**src/rtl/hazard_unit_mc.sv**
```systemverilog
// rtl/hazard_unit_mc.sv - 5-stage pipeline hazard unit with forwarding, lw/branch stalls and multi-cycle E tracker
// Optional feature macro: HAZARD_STALL_CNT_EN (adds the saturating stall_cycles counter output).
module hazard_unit_mc #(
    parameter int AW     = 5,
    parameter int MD_LAT = 4
) (
    input  logic          clk,
    input  logic          rst,
    input  logic          regwriteE,
    input  logic          regwriteM,
    input  logic          regwriteW,
    input  logic          memtoregE,
    input  logic          memtoregM,
    input  logic          branchD,
    input  logic          md_startE,
    input  logic [AW-1:0] writeregE,
    input  logic [AW-1:0] writeregM,
    input  logic [AW-1:0] writeregW,
    input  logic [AW-1:0] rsD,
    input  logic [AW-1:0] rtD,
    input  logic [AW-1:0] rsE,
    input  logic [AW-1:0] rtE,
    output logic [1:0]    forwardAE,
    output logic [1:0]    forwardBE,
    output logic          forwardAD,
    output logic          forwardBD,
    output logic          stallF,
    output logic          stallD,
    output logic          stallE,
    output logic          flushE,
    output logic          flushM,
    output logic          md_busy,
`ifdef HAZARD_STALL_CNT_EN
    output logic [31:0]   stall_cycles,
`endif
    output logic          md_done
);

    // Latency counter width is derived from MD_LAT and deliberately not a port parameter.
    localparam int            CW      = $clog2(MD_LAT + 1);
    localparam logic [CW-1:0] LAT_M1  = CW'(MD_LAT - 1);
    localparam logic [CW-1:0] CNT_ONE = CW'(1);
    localparam logic [AW-1:0] REG_0   = '0;

    typedef enum logic {
        S_IDLE = 1'b0,
        S_BUSY = 1'b1
    } md_state_t;

    md_state_t     r_state;
    md_state_t     w_state_nxt;
    logic [CW-1:0] r_cnt;
    logic [CW-1:0] w_cnt_nxt;
    logic          w_mdstall;
    logic          w_md_done;
    logic          w_lwstall;
    logic          w_branchstall;
    logic          w_stall_fd;

    // Operand forwarding for E: M result has priority over W; register 0 never forwards.
    always_comb begin
        forwardAE = 2'b00;
        forwardBE = 2'b00;
        if (rsE != REG_0 && rsE == writeregM && regwriteM) begin
            forwardAE = 2'b10;
        end else if (rsE != REG_0 && rsE == writeregW && regwriteW) begin
            forwardAE = 2'b01;
        end
        if (rtE != REG_0 && rtE == writeregM && regwriteM) begin
            forwardBE = 2'b10;
        end else if (rtE != REG_0 && rtE == writeregW && regwriteW) begin
            forwardBE = 2'b01;
        end
    end

    // Branch comparator in D may only take the M-stage result.
    always_comb begin
        forwardAD = (rsD != REG_0) && (rsD == writeregM) && regwriteM;
        forwardBD = (rtD != REG_0) && (rtD == writeregM) && regwriteM;
    end

    // Load-use and branch-compare stall terms; a write to register 0 never creates a dependency.
    always_comb begin
        w_lwstall = memtoregE && (writeregE != REG_0)
                    && ((rsD == writeregE) || (rtD == writeregE));
        w_branchstall = branchD
                        && ((regwriteE && (writeregE != REG_0)
                             && ((writeregE == rsD) || (writeregE == rtD)))
                            || (memtoregM && (writeregM != REG_0)
                             && ((writeregM == rsD) || (writeregM == rtD))));
    end

    // Multi-cycle tracker next state and stall/done; reset masks both outputs.
    always_comb begin
        w_state_nxt = r_state;
        w_cnt_nxt   = r_cnt;
        w_mdstall   = 1'b0;
        w_md_done   = 1'b0;
        if (!rst) begin
            case (r_state)
                S_IDLE: begin
                    if (md_startE) begin
                        if (MD_LAT == 1) begin
                            w_md_done = 1'b1;
                        end else begin
                            w_mdstall   = 1'b1;
                            w_cnt_nxt   = LAT_M1;
                            w_state_nxt = S_BUSY;
                        end
                    end
                end
                S_BUSY: begin
                    if (r_cnt > CNT_ONE) begin
                        w_mdstall = 1'b1;
                        w_cnt_nxt = r_cnt - CNT_ONE;
                    end else begin
                        w_md_done   = 1'b1;
                        w_cnt_nxt   = '0;
                        w_state_nxt = S_IDLE;
                    end
                end
                default: begin
                    w_state_nxt = S_IDLE;
                    w_cnt_nxt   = '0;
                end
            endcase
        end
    end

    // Tracker state register; reset aborts any op in flight.
    always_ff @(posedge clk) begin
        if (rst) begin
            r_state <= S_IDLE;
            r_cnt   <= '0;
        end else begin
            r_state <= w_state_nxt;
            r_cnt   <= w_cnt_nxt;
        end
    end

    // Pipeline control: a held E stage must not be flushed, so mdstall wins over flushE.
    always_comb begin
        w_stall_fd = w_lwstall | w_branchstall | w_mdstall;
        stallF     = w_stall_fd;
        stallD     = w_stall_fd;
        stallE     = w_mdstall;
        flushM     = w_mdstall;
        flushE     = (w_lwstall | w_branchstall) & ~w_mdstall;
        md_busy    = (r_state == S_BUSY);
        md_done    = w_md_done;
    end

`ifdef HAZARD_STALL_CNT_EN
    logic [31:0] r_stall_cycles;

    // Saturating count of cycles in which the front end was held.
    always_ff @(posedge clk) begin
        if (rst) begin
            r_stall_cycles <= '0;
        end else if (w_stall_fd && (r_stall_cycles != 32'hFFFF_FFFF)) begin
            r_stall_cycles <= r_stall_cycles + 32'd1;
        end
    end

    assign stall_cycles = r_stall_cycles;
`endif

endmodule

```
**config.mk**
```make
export PLATFORM = sky130hd
export DESIGN_NAME = hazard_unit_mc
export DESIGN_NICKNAME = d
export VERILOG_FILES = /design/src/rtl/hazard_unit_mc.sv
export SDC_FILE = /design/constraint.sdc
export NUM_CORES = 1
export LEC_CHECK = 0
export ABC_AREA = 1
export ABC_CLOCK_PERIOD_IN_PS = 1800
export BUFFER_PORTS_ARGS = -buffer_cell sky130_fd_sc_hd__buf_2
export CORE_ASPECT_RATIO = 1.5
export CORE_MARGIN = 1.5
export CORE_UTILIZATION = 39
export DETAILED_ROUTE_END_ITERATION = 16
export GPL_ROUTABILITY_DRIVEN = 1
export PLACE_DENSITY = 0.84
export SLEW_MARGIN = 25
export SYNTH_ARGS = -nofsm -noshare
export SYNTH_HDL_FRONTEND = slang
export SYNTH_SLANG_ARGS = --single-unit
export TNS_END_PERCENT = 30
```
**constraint.sdc**
```tcl
create_clock -name clk -period 1.8 [get_ports clk]
set_clock_uncertainty 0.2 [all_clocks]
set_input_delay 0 -clock clk [delete_from_list [all_inputs] [get_ports clk]]
set_output_delay 0 -clock clk [all_outputs]
set_load 0.02 [all_outputs]
```
==> run metrics <==
status finished with violations; failing checks design-rule violations, negative setup slack; nets@finish 305; largest net degree at the start of global routing 8; Post-DP Area around 0.0013 sq mm; total global routing track utilization 25.3%; origin of the critical flop-to-flop path r_cnt[1]$_SDFFE_PP0P_; RSZ-0062 raised after global routing true; WL final 3.23 mm; H-tree depth 1; period utilisation layout 102%; maximum buffer depth of the clock tree 2; yosys warns 0; drt wl/cell around 11 microns; first-pass GRT wire length 5.53 mm; hold_sp regwriteM; Post-synth ARST share 0%; Least-Margin Pin Slew about 0.31 ns; r2r endpoint r_cnt[1]$_SDFFE_PP0P_; post-layout util 58.6%; worst path required time 1.60 ns; crit path launch type flip-flop; Antenna Cells 0; Final Hold Viols 0; antenna-violating nets left 0; Post-synth EDFFs 0; 1st-iter DRT viols 51; CTS Buf Count 3; CTS tree done; arrival time at the worst endpoint 1.63 ns; #FFs+latches synth 4; WHS Path Cells 4; highest clock rate 545 MHz; number of placement rows 22; class of the tightest hold or removal check input pin to output port; post-synthesis sequential area ratio 8.03%; cell area after synthesis 997 sq um; max cap viols 0; IO buf count 56; crit path max fanout 3; grt ovf 0; DR pass1 iterations 11; commonest cells after routing, fill and taps aside nand2_1 (64), buf_2 (50), inv_1 (31), nor2_1 (21), nand3_1 (9); HPWL Detailed approximately 2.4 mm; LEAKAGE 0.838 nW; leading cell type in the layout, fill and taps excluded nand2_1; die width 44.3 microns; Synth Flop Type dfxtp_1; area grow syn2layout 43.9%; drc violations 3; Starting Density 40.7%; Final setup viols 4; Slew Limit Fails 0; Placer Congestion 0.807; clock transition at the registers of the reported paths ~0.040 ns; fillers 253; Hold EP forwardAD; syn avg cell area 5.14 sq um; clk root buf clkbuf_4; synth unique cells 26; Num Clock Sinks 4; IO Count 57; reg2reg setup slack approximately 0.17 ns; Final min period 1.83 ns; PD cells approximately 440 mW/mm^2; core area 0.00245 sq mm; initial antenna violation count 0; Die Y around 65 microns; final worst slack -0.0339 ns; Via density 5.11; R2R depth 9; Max transition margin slightly below 80%; Peak VDD IR 0.000240 V; setup TNS -0.0960 ns; share of post-route cells with drive strength above 1 31.5%; Design Area, Final 0.00144 sq mm; Die Area ~0.0029 sq mm; vias in the first global route 1361; Synth Instances 194; nature of the critical path endpoint output port; Vias roughly 1400; worst setup path class flip-flop to output port; worst-skew pair later-pin latency 0.24 ns; Syn Nets 240
[metrics by stage]
step	hold WS [ns]	setup slack, ns	total power [mW]	std cells
2_1_floorplan	-0.131	0.000498	0.312	194
3_3_place_gp	-0.00333	0.199	0.414	269
3_5_place_dp	-0.00334	0.135	0.421	269
4_1_cts	0.185	-0.0173	0.595	281
5_1_grt	0.217	-0.0736	0.684	281
6_report	0.186	-0.0339	0.629	281
[power by group]
group          total (mW)  leakage [nW]  internal, mW  switching [mW]
logic               0.396         0.790         0.182           0.214
registers           0.118        0.0339         0.102          0.0164
clock network       0.114        0.0138        0.0748          0.0396
total               0.629         0.838         0.358           0.270
[what timing repair did]
action,CTS,global route
pin swaps,4,4
hold buffers,2,0
endpoints found under the setup margin,3,8
gates resized for setup,10,11
endpoints found under the hold margin,4,0
setup buffers,7,0
[layer usage]
metal	global-route usage, %	part of all wire [%]
met5	0	0
met4	9.09	2.5
met3	6.41	6.5
met2	49.1	56
met1	24.1	34
[state kept, by name (all words and copies together) (netlist names)]
name     flops
md_busy      1
r_cnt        3
[how the worst max path moves through the flow]
stage	to	startpoint	slack [ns]	cells past startpoint
final	stallF	r_cnt[1]$_SDFFE_PP0P_	-0.03	10
after global routing	stallD	r_cnt[1]$_SDFFE_PP0P_	-0.07	10
after CTS	stallF	r_cnt[1]$_SDFFE_PP0P_	-0.02	10
after detailed placement	stallF	r_cnt[1]$_SDFFE_PP0P_	0.13	10
after global placement	stallD	r_cnt[1]$_SDFFE_PP0P_	0.20	10
after floorplan	stallF	r_cnt[1]$_SDFFE_PP0P_	0.0005	10
[synthesized netlist by cell type (3+ instances only)]
| library cell | count | share of area, % |
|---|---|---|
| dfxtp_1 | 4 | 8.0 |
| buf_4 | 4 | 3.0 |
| o21ai_0 | 8 | 4.0 |
| nor2_1 | 21 | 7.9 |
| nand3_1 | 9 | 4.5 |
| nand4_1 | 5 | 3.1 |
| inv_1 | 33 | 12 |
| a21oi_1 | 3 | 1.5 |
| nand2_1 | 64 | 24 |
| xnor2_1 | 7 | 6.1 |
| a211oi_1 | 4 | 3.0 |
| inv_2 | 3 | 1.1 |
| nor3_1 | 9 | 4.5 |
| xor2_1 | 4 | 3.5 |
[kinds of logic (layout without fill, tap and decap cells)]
family / Yosys count / count (layout) / share of synthesized area, %
xor gates and xnor gates: 11 / 11 / 9.66
adders and majority gates: 2 / 2 / 2.51
and+or+nand+nor: 116 / 116 / 49.8
DFF: 4 / 4 / 8.03
AOI/OAI and AO/OA: 20 / 20 / 12.3
buffers and inverters: 41 / 104 / 17.7
[area by class of cell]
cell class	count	area, sq um	share of cell area (%)
well taps	24	30.0	2.09
inverters	36	135	9.42
multi-input cells	149	776	54.1
flip-flops and latches	4	85.1	5.93
repair buffers	65	387	26.9
clock buffers	3	22.5	1.57
[critical path, stage by stage (launching register included)]
cell	delay [ns]
dfxtp_2	0.33
inv_2	0.05
ha_4	0.14
o21bai_1	0.14
nand2_1	0.10
nor2_1	0.05
nor2_1	0.10
inv_2	0.06
nor2_4	0.09
nand3b_1	0.18
buf_6	0.14
Power figures use the tool's default switching activity.
